--- config.mk ---
export PLATFORM = sky130hd
export DESIGN_NAME = spi_accel_target_flat
export DESIGN_NICKNAME = d
export VERILOG_FILES = /design/src/rtl/spi_accel_pkg.sv /design/src/rtl/spi_accel_target_if.sv /design/src/rtl/spi_pin_sync.sv /design/src/rtl/spi_accel_target.sv /design/src/flat_wrapper.sv
export SDC_FILE = /design/constraint.sdc
export NUM_CORES = 1
export LEC_CHECK = 0
export CELL_PAD_IN_SITES_DETAIL_PLACEMENT = 0
export CELL_PAD_IN_SITES_GLOBAL_PLACEMENT = 2
export CORE_MARGIN = 2
export CORE_UTILIZATION = 30
export CTS_CLUSTER_SIZE = 8
export DETAILED_ROUTE_END_ITERATION = 10
export PLACE_DENSITY_LB_ADDON = 0.1
export SLEW_MARGIN = 20
export SYNTH_ARGS = -nofsm -noshare
export SYNTH_HDL_FRONTEND = slang
export SYNTH_SLANG_ARGS = --single-unit
export TNS_END_PERCENT = 50
--- constraint.sdc ---
create_clock -name clk -period 49.6 [get_ports clk]
set_input_delay 4.96 -clock clk [delete_from_list [all_inputs] [get_ports clk]]
set_output_delay 4.96 -clock clk [all_outputs]
set_load 0.01 [all_outputs]
--- src/rtl/spi_accel_pkg.sv ---
// rtl/spi_accel_pkg.sv - register map, command bit positions, FSM states and reset values
package spi_accel_pkg;

  localparam logic [5:0] ADDR_DEVID      = 6'h00;
  localparam logic [5:0] ADDR_BW_RATE    = 6'h2C;
  localparam logic [5:0] ADDR_INT_ENABLE = 6'h2E;
  localparam logic [5:0] ADDR_INT_MAP    = 6'h2F;
  localparam logic [5:0] ADDR_INT_SOURCE = 6'h30;
  localparam logic [5:0] ADDR_DATAX0     = 6'h32;
  localparam logic [5:0] ADDR_DATAX1     = 6'h33;
  localparam logic [5:0] ADDR_DATAY0     = 6'h34;
  localparam logic [5:0] ADDR_DATAY1     = 6'h35;
  localparam logic [5:0] ADDR_DATAZ0     = 6'h36;
  localparam logic [5:0] ADDR_DATAZ1     = 6'h37;

  localparam int CMD_RW_BIT     = 7;
  localparam int CMD_MB_BIT     = 6;
  localparam int DATA_READY_BIT = 7;

  localparam logic [7:0] RST_BW_RATE    = 8'h0A;
  localparam logic [7:0] RST_INT_SOURCE = 8'h02;

  typedef enum logic [1:0] {
    ST_IDLE,
    ST_CMD,
    ST_DATA
  } spi_state_e;

  function automatic logic is_read_only(input logic [5:0] a);
    return (a == ADDR_DEVID) || (a == ADDR_INT_SOURCE) ||
           ((a >= ADDR_DATAX0) && (a <= ADDR_DATAZ1));
  endfunction

endpackage

--- src/rtl/spi_accel_target_if.sv ---
// rtl/spi_accel_target_if.sv - SPI pins, sample input and register-write/interrupt outputs
interface spi_accel_target_if;
  logic        SPI_CLK;
  logic        SPI_CSN;
  logic        SPI_SDI;
  logic        SPI_SDO;
  logic        sample_valid;
  logic [15:0] sample_x;
  logic [15:0] sample_y;
  logic        reg_wr_valid;
  logic [5:0]  reg_wr_addr;
  logic [7:0]  reg_wr_data;
  logic [1:0]  interrupt;

  modport slave (
    input  SPI_CLK, SPI_CSN, SPI_SDI, sample_valid, sample_x, sample_y,
    output SPI_SDO, reg_wr_valid, reg_wr_addr, reg_wr_data, interrupt
  );

  modport master (
    output SPI_CLK, SPI_CSN, SPI_SDI, sample_valid, sample_x, sample_y,
    input  SPI_SDO, reg_wr_valid, reg_wr_addr, reg_wr_data, interrupt
  );
endinterface

--- src/rtl/spi_pin_sync.sv ---
// rtl/spi_pin_sync.sv - multi-stage synchronizers for SPI pins with SCLK/CSN edge pulses
module spi_pin_sync #(
  parameter int SYNC_STAGES = 2
) (
  input  logic clk,
  input  logic rst,
  input  logic i_sclk,
  input  logic i_csn,
  input  logic i_sdi,
  output logic o_sdi,
  output logic o_sclk_rise,
  output logic o_sclk_fall,
  output logic o_csn_rise,
  output logic o_csn_fall
);

  logic [SYNC_STAGES-1:0] r_sclk_sync;
  logic [SYNC_STAGES-1:0] r_csn_sync;
  logic [SYNC_STAGES-1:0] r_sdi_sync;
  logic                   r_sclk_prev;
  logic                   r_csn_prev;

  // CSN chain resets low so a CSN held low across reset release cannot fake a falling edge
  always_ff @(posedge clk or posedge rst) begin
    if (rst) begin
      r_sclk_sync <= '1;
      r_csn_sync  <= '0;
      r_sdi_sync  <= '0;
      r_sclk_prev <= 1'b1;
      r_csn_prev  <= 1'b0;
    end else begin
      r_sclk_sync <= (r_sclk_sync << 1) | SYNC_STAGES'(i_sclk);
      r_csn_sync  <= (r_csn_sync << 1) | SYNC_STAGES'(i_csn);
      r_sdi_sync  <= (r_sdi_sync << 1) | SYNC_STAGES'(i_sdi);
      r_sclk_prev <= r_sclk_sync[SYNC_STAGES-1];
      r_csn_prev  <= r_csn_sync[SYNC_STAGES-1];
    end
  end

  assign o_sdi       = r_sdi_sync[SYNC_STAGES-1];
  assign o_sclk_rise =  r_sclk_sync[SYNC_STAGES-1] & ~r_sclk_prev;
  assign o_sclk_fall = ~r_sclk_sync[SYNC_STAGES-1] &  r_sclk_prev;
  assign o_csn_rise  =  r_csn_sync[SYNC_STAGES-1]  & ~r_csn_prev;
  assign o_csn_fall  = ~r_csn_sync[SYNC_STAGES-1]  &  r_csn_prev;

endmodule

--- src/rtl/spi_accel_target.sv ---
// rtl/spi_accel_target.sv - SPI mode-3 accelerometer register target with tear-free sample commit
// Define SPI_ACCEL_TARGET_MULTIBYTE_EN to honour the MB command bit (address auto-increment).
module spi_accel_target
  import spi_accel_pkg::*;
#(
  parameter int         SYNC_STAGES = 2,
  parameter logic [7:0] DEVID       = 8'hE5
) (
  input logic                clk,
  input logic                reset,
  spi_accel_target_if.slave  bus
);

  logic w_sdi, w_sclk_rise, w_sclk_fall, w_csn_rise, w_csn_fall;

  spi_pin_sync #(.SYNC_STAGES(SYNC_STAGES)) u_sync (
    .clk         (clk),
    .rst         (reset),
    .i_sclk      (bus.SPI_CLK),
    .i_csn       (bus.SPI_CSN),
    .i_sdi       (bus.SPI_SDI),
    .o_sdi       (w_sdi),
    .o_sclk_rise (w_sclk_rise),
    .o_sclk_fall (w_sclk_fall),
    .o_csn_rise  (w_csn_rise),
    .o_csn_fall  (w_csn_fall)
  );

  spi_state_e  r_state, w_state_next;
  logic [2:0]  r_bit_cnt;
  logic [6:0]  r_rx_shift;
  logic [7:0]  r_tx_shift;
  logic        r_sdo, r_rw, r_mb, r_byte_en;
  logic [5:0]  r_addr;
  logic [7:0]  r_regs [64];
  logic [7:0]  r_int_source;
  logic [15:0] r_pend_x, r_pend_y, r_data_x, r_data_y;
  logic        r_pend_valid;
  logic        r_wr_valid;
  logic [5:0]  r_wr_addr;
  logic [7:0]  r_wr_data;
  logic [1:0]  r_irq;

  logic [7:0]  w_rx_byte, w_rd_data;
  logic [5:0]  w_next_addr;
  logic        w_byte_done, w_cmd_done, w_data_done, w_commit, w_src_clr, w_mb_en;
  logic [7:0]  w_int_active;

`ifdef SPI_ACCEL_TARGET_MULTIBYTE_EN
  assign w_mb_en = r_mb;
`else
  assign w_mb_en = 1'b0;
`endif

  assign w_rx_byte   = {r_rx_shift, w_sdi};
  assign w_byte_done = w_sclk_rise && !w_csn_rise && (r_bit_cnt == 3'd7) && (r_state != ST_IDLE);
  assign w_cmd_done  = w_byte_done && (r_state == ST_CMD);
  assign w_data_done = w_byte_done && (r_state == ST_DATA) && r_byte_en;
  assign w_next_addr = w_cmd_done ? w_rx_byte[5:0] : r_addr + 6'd1;
  assign w_commit    = (r_state == ST_IDLE) && r_pend_valid;
  assign w_src_clr   = w_data_done && r_rw && (r_addr == ADDR_INT_SOURCE);

  always_comb begin
    w_rd_data = r_regs[w_next_addr];
    case (w_next_addr)
      ADDR_DEVID:              w_rd_data = DEVID;
      ADDR_INT_SOURCE:         w_rd_data = r_int_source;
      ADDR_DATAX0:             w_rd_data = r_data_x[7:0];
      ADDR_DATAX1:             w_rd_data = r_data_x[15:8];
      ADDR_DATAY0:             w_rd_data = r_data_y[7:0];
      ADDR_DATAY1:             w_rd_data = r_data_y[15:8];
      ADDR_DATAZ0, ADDR_DATAZ1: w_rd_data = 8'h00;
      default:                 ;
    endcase
  end

  always_ff @(posedge clk or posedge reset) begin
    if (reset) r_state <= ST_IDLE;
    else       r_state <= w_state_next;
  end

  always_comb begin
    w_state_next = r_state;
    case (r_state)
      ST_IDLE: if (w_csn_fall) w_state_next = ST_CMD;
      ST_CMD:  if (w_cmd_done) w_state_next = ST_DATA;
      ST_DATA: ;
      default: w_state_next = ST_IDLE;
    endcase
    if (w_csn_rise) w_state_next = ST_IDLE;
  end

  always_ff @(posedge clk or posedge reset) begin
    if (reset) begin
      r_bit_cnt  <= '0;
      r_rx_shift <= '0;
      r_tx_shift <= '0;
      r_sdo      <= 1'b0;
      r_rw       <= 1'b0;
      r_mb       <= 1'b0;
      r_byte_en  <= 1'b0;
      r_addr     <= '0;
      r_wr_valid <= 1'b0;
      r_wr_addr  <= '0;
      r_wr_data  <= '0;
      for (int i = 0; i < 64; i++) r_regs[i] <= 8'h00;
      r_regs[ADDR_BW_RATE] <= RST_BW_RATE;
    end else begin
      r_wr_valid <= 1'b0;
      if (w_csn_rise || r_state == ST_IDLE) begin
        r_bit_cnt  <= '0;
        r_sdo      <= 1'b0;
        r_tx_shift <= '0;
        r_byte_en  <= 1'b0;
      end else begin
        if (w_sclk_rise) begin
          r_bit_cnt  <= r_bit_cnt + 3'd1;
          r_rx_shift <= w_rx_byte[6:0];
        end
        if (w_sclk_fall && r_state == ST_DATA) begin
          r_sdo      <= r_tx_shift[7];
          r_tx_shift <= {r_tx_shift[6:0], 1'b0};
        end
        if (w_cmd_done) begin
          r_rw       <= w_rx_byte[CMD_RW_BIT];
          r_mb       <= w_rx_byte[CMD_MB_BIT];
          r_addr     <= w_next_addr;
          r_byte_en  <= 1'b1;
          r_tx_shift <= w_rx_byte[CMD_RW_BIT] ? w_rd_data : 8'h00;
        end
        if (w_data_done) begin
          if (!r_rw && !is_read_only(r_addr)) begin
            r_regs[r_addr] <= w_rx_byte;
            r_wr_valid     <= 1'b1;
            r_wr_addr      <= r_addr;
            r_wr_data      <= w_rx_byte;
          end
          r_byte_en  <= w_mb_en;
          r_addr     <= w_next_addr;
          r_tx_shift <= (w_mb_en && r_rw) ? w_rd_data : 8'h00;
        end
      end
    end
  end

  assign w_int_active = r_int_source & r_regs[ADDR_INT_ENABLE];

  // Samples land in the data registers only between frames; DATA_READY set beats a same-cycle clear
  always_ff @(posedge clk or posedge reset) begin
    if (reset) begin
      r_pend_x     <= '0;
      r_pend_y     <= '0;
      r_pend_valid <= 1'b0;
      r_data_x     <= '0;
      r_data_y     <= '0;
      r_int_source <= RST_INT_SOURCE;
      r_irq        <= 2'b00;
    end else begin
      if (bus.sample_valid) begin
        r_pend_x     <= bus.sample_x;
        r_pend_y     <= bus.sample_y;
        r_pend_valid <= 1'b1;
      end else if (w_commit) begin
        r_pend_valid <= 1'b0;
      end
      if (w_commit) begin
        r_data_x <= r_pend_x;
        r_data_y <= r_pend_y;
      end
      if (w_src_clr) r_int_source[DATA_READY_BIT] <= 1'b0;
      if (w_commit)  r_int_source[DATA_READY_BIT] <= 1'b1;
      r_irq[0] <= |(w_int_active & ~r_regs[ADDR_INT_MAP]);
      r_irq[1] <= |(w_int_active &  r_regs[ADDR_INT_MAP]);
    end
  end

  assign bus.SPI_SDO      = r_sdo;
  assign bus.reg_wr_valid = r_wr_valid;
  assign bus.reg_wr_addr  = r_wr_addr;
  assign bus.reg_wr_data  = r_wr_data;
  assign bus.interrupt    = r_irq;

endmodule

--- src/flat_wrapper.sv ---
// flat-port wrapper written by rule: the top's interface ports become plain ports
module spi_accel_target_flat import spi_accel_pkg::*;
#(
  parameter int         SYNC_STAGES = 2,
  parameter logic [7:0] DEVID       = 8'hE5
)
  (clk, reset, bus_SPI_CLK, bus_SPI_CSN, bus_SPI_SDI, bus_sample_valid, bus_sample_x, bus_sample_y, bus_SPI_SDO, bus_reg_wr_valid, bus_reg_wr_addr, bus_reg_wr_data, bus_interrupt);
  spi_accel_target_if bus_i ();
  input logic clk;
  input logic reset;
  input wire logic [$bits(bus_i.SPI_CLK)-1:0] bus_SPI_CLK;
  input wire logic [$bits(bus_i.SPI_CSN)-1:0] bus_SPI_CSN;
  input wire logic [$bits(bus_i.SPI_SDI)-1:0] bus_SPI_SDI;
  input wire logic [$bits(bus_i.sample_valid)-1:0] bus_sample_valid;
  input wire logic [$bits(bus_i.sample_x)-1:0] bus_sample_x;
  input wire logic [$bits(bus_i.sample_y)-1:0] bus_sample_y;
  output wire logic [$bits(bus_i.SPI_SDO)-1:0] bus_SPI_SDO;
  output wire logic [$bits(bus_i.reg_wr_valid)-1:0] bus_reg_wr_valid;
  output wire logic [$bits(bus_i.reg_wr_addr)-1:0] bus_reg_wr_addr;
  output wire logic [$bits(bus_i.reg_wr_data)-1:0] bus_reg_wr_data;
  output wire logic [$bits(bus_i.interrupt)-1:0] bus_interrupt;
  assign bus_i.SPI_CLK = bus_SPI_CLK;
  assign bus_i.SPI_CSN = bus_SPI_CSN;
  assign bus_i.SPI_SDI = bus_SPI_SDI;
  assign bus_i.sample_valid = bus_sample_valid;
  assign bus_i.sample_x = bus_sample_x;
  assign bus_i.sample_y = bus_sample_y;
  assign bus_SPI_SDO = bus_i.SPI_SDO;
  assign bus_reg_wr_valid = bus_i.reg_wr_valid;
  assign bus_reg_wr_addr = bus_i.reg_wr_addr;
  assign bus_reg_wr_data = bus_i.reg_wr_data;
  assign bus_interrupt = bus_i.interrupt;
  spi_accel_target #(.SYNC_STAGES(SYNC_STAGES), .DEVID(DEVID)) u_core (.clk(clk), .reset(reset), .bus(bus_i));
endmodule
==> metrics.md <==
| Metric | Value |
|---|---|
| Sequential area share after synthesis | 55.6% |
| WL final | roughly 94 mm |
| Compound-Gate Fraction of Synth Area | a little under a tenth |
| Largest net degree at the start of global routing | ~180 |
| Top Ports | 56 |
| Max incr delay on CP | approximately 830 ps |
| Area growth from synthesis to layout | 14.4% |
| Family with the most delay on the worst path | buffers and inverters |
| Clock Path Buffers | 3 |
| Ys flop type | dfrtp_1 |
| Reg-to-reg critical path startpoint | u_core.r_addr[1] |
| Post-synthesis mux area share | 23.1% |
| Vias in the first global route | a little under 20000 |
| Util after Layout | around 35% |
| Final Cycle Share | 16.1% |
| Via count | 18800 |
| Final setup skew | a little over 30 ps |
| CP endpoint kind | asynchronous set/reset pin |
| Die Ht | between 300 and 400 um |
| Syn Inst Count | about 2300 |
| Post-synth EDFFs | 0 |
| CTS Root Cell | clkbuf_16 |
| First-pass GRT wire length | between 100 and 150 mm |
| Worst reg2reg path depth | 12 |
| FFs w/ async S/R, synth | 100% |
| RSZ-0062 raised after global routing | false |
| Crit path DAT | just under 9000 ps |
| Starting Density | 30.3% |
| R2R Path End | u_core.r_tx_shift[0] |
| Core area | about 93000 um^2 |
| Worst-path clk slew | around 50 ps |
| Power Dens Cells | ~37 nW/um^2 |
| HP Class | reg2reg |
| Clock sink total | about 630 |
| Initial antenna violation count | 8 |
| Via/cell ratio | ~5.3 |
| Layout cell share with drive strength beyond 1 | between 30% and 40% |
| Yosys cell types | 79 |
| H-tree levels | 3 |
| Worst Hold End | u_core.u_sync.r_sdi_sync[1] |
| Post-CTS Setup Bufs | 0 |
| Post-Syn Area | 28300 um^2 |
| CTS Buf Count | 89 |
| Ys Warns | 7 |
| Slew margin rel. | about a quarter |
| XOR/XNOR Fraction of Synth Area | less than 1% |
| Die area | 96700 um^2 |
| Yosys reg bits | 628 |
| CP startpoint kind | input port |
| Final Wtd Congestion | between 0.7 and 0.8 |
| Worst skew pair latency | 650 ps |
| First drt pass iteration count | 5 |
| Hold Fails Final Rpt | 0 |
| Hold-fix buffers, CTS | 0 |
| Minimum setup slack among reg-to-reg paths | approximately 44000 ps |
| Starting DRC count in detailed routing | about 1100 |
| # resized after CTS | 0 |
| Required @ worst endpoint | ~50000 ps |
| Crit-path slowest cell | buf_4 |
| F_max | roughly 0.12 GHz |
| Worst path bufs/invs | 5 |
| Worst-Margin Slew | roughly 1100 ps |
| Pins Over Slew Limit | 0 |
| Overall Power | roughly 0.0012 W |
| Mapped Avg Cell Area | approximately 12 um^2 |
| Maximum fanout along the worst path | approximately 110 |
| Min-Delay Path Depth | 0 |
| DP Wirelength | approximately 57 mm |
| Largest family of logic cells by synthesized area | multiplexers |
| Post-Layout Cell Count | around 3500 |
| Die Wd | 311 um |
| Antenna Nets Post-Route | 0 |
| VDD IR max | slightly above 0.02 mV |
| # setup viols final | 0 |
| Adder-cell share of the synthesized area | 0.266% |
| Synthesized Nets | roughly 2300 |
| Final net count | between 2000 and 2500 |
| Placed cells | 3426 |
| CP Class | in2async |
| Status | complete, no violations |
| Most used cell, CP | buf_4 |
| CTS tree | done |
| GRT Util Overall | 19.6% |
| GRT overflow | 0 |
| ANT cells | 0 |
| Row cnt | 112 |
| Max-cap violations | 0 |
| Port bufs | between 50 and 60 |
| Pleak | 14.8 nW |
| Hold path start | u_core.u_sync.r_sdi_sync[0] |
| Simple-gate portion of the synthesized area | under 10% |
| Filler cell count | a little over 9000 |
| Sequence of cells on the critical path | clkdlybuf4s50_1 -> inv_8 -> buf_4 -> buf_4 -> buf_4 |
| Avg WL per Cell | roughly 27 um |
| Setup TNS | 0 ps |
| DRC viols | 0 |
| Crit path time final | 8010 ps |
==> cells in the mapped netlist (all sizes together), types with 3 or more instances <==
cell type	count	share of area, %
a211oi	12	0.32
a21oi	26	0.46
a22oi	12	0.32
a311oi	5	0.15
a31oi	46	1.0
a41oi	3	0.093
and2	4	0.089
and3	14	0.31
buf	73	1.4
clkbuf	147	2.0
dfrtp	623	55
dfstp	5	0.46
ha	6	0.27
inv	11	0.15
mux2	548	22
mux2i	20	0.80
mux4	6	0.48
nand2	201	2.8
nand2b	4	0.089
nand3	23	0.45
nand3b	4	0.15
nand4	7	0.15
nand4b	3	0.093
nor2	100	1.8
nor2b	4	0.089
nor3	74	1.3
nor3b	3	0.097
nor4	7	0.31
o21a	5	0.13
o21ai	55	1.0
o221ai	40	1.3
o22a	5	0.15
o22ai	134	3.0
o311a	3	0.11
o311ai	5	0.16
o31ai	7	0.19
or2	6	0.13
or3	9	0.20
xor2	3	0.093
==> layout by cell type, fill, tap and decap left out, drive strengths merged, types with 5 or more instances in the layout <==
master         Yosys  final
dfrtp            623    623
mux2             548    548
nand2            201    201
o22ai            134    134
clkbuf           147    116
nor2             100    100
nor3              74     74
clkdlybuf4s50      0     55
o21ai             55     55
a31oi             46     46
buf               73     46
o221ai            40     40
a21oi             26     26
nand3             23     23
mux2i             20     20
and3              14     14
inv               11     14
a211oi            12     12
a22oi             12     12
or3                9      9
nand4              7      7
o31ai              7      7
nor4               7      7
mux4               6      6
ha                 6      6
or2                6      6
a311oi             5      5
dfstp              5      5
o21a               5      5
o22a               5      5
o311ai             5      5
==> cell type report <==
type | count | area (um^2) | share of cell area, %
sequential | 628 | 15700 | 48.7
multi-input combinational | 1433 | 11600 | 35.9
clock buffer | 116 | 2380 | 7.37
tap | 1254 | 1570 | 4.85
timing repair buffer | 101 | 945 | 2.92
inverter | 11 | 48.8 | 0.151
clock inverter | 4 | 31.3 | 0.0968
==> through the flow <==
stage	setup WS [ps]	area, um^2	hold slack (ps)
after floorplan	27060	28300	331
after global placement	40820	29900	335
after detailed placement	40770	29900	335
after CTS	41460	32300	338
after global routing	41010	32300	348
final	41590	32300	336
==> flip-flops by register name, indices dropped and copies added, names as in the netlist, 3 cells and up <==
register                flops
u_core.r_pend_y            16
u_core.r_regs             508
u_core.r_addr               6
u_core.r_bit_cnt            3
u_core.r_data_y            16
u_core.r_data_x            16
u_core.r_pend_x            16
u_core.bus.reg_wr_addr      6
u_core.r_tx_shift           8
u_core.r_rx_shift           7
u_core.bus.reg_wr_data      8
==> worst max-delay path by stage <==
stage	from	end	slack [ps]	cells past startpoint
6_report	reset	u_core.r_regs[475]	41590	5
5_1_grt	reset	u_core.r_regs[475]	41010	5
4_1_cts	reset	u_core.r_regs[475]	41460	5
3_5_place_dp	reset	u_core.r_regs[498]	40770	5
3_3_place_gp	reset	u_core.r_regs[503]	40820	5
2_1_floorplan	reset	u_core.bus.SPI_SDO	27060	1
==> where the power goes <==
| part | internal (W) | total [W] | leakage, nW | switching, W |
|---|---|---|---|---|
| sequential | 0.000527 | 0.000555 | 8.57 | 0.0000279 |
| combinational | 0.0000210 | 0.0000880 | 5.07 | 0.0000670 |
| clock | 0.000328 | 0.000548 | 1.17 | 0.000220 |
==> per-layer routing <==
metal  global-route usage (%)  share of wire (%)  up-vias
li1                         -                  -     8250
met1                     28.0                 48    10000
met2                     30.5                 45      425
met3                     3.21                4.2      132
met4                     5.46                2.6        0
met5                        0                  0        -
==> cells by family after synthesis <==
logic type,after synthesis
AO/OA/AOI/OAI,381
XOR/XNOR,5
adder cells (fa/ha/maj),6
buffers and inverters,231
flip-flops,628
multiplexers,574
AND/OR/NAND/NOR,467
(Power assumes the default switching activity.)
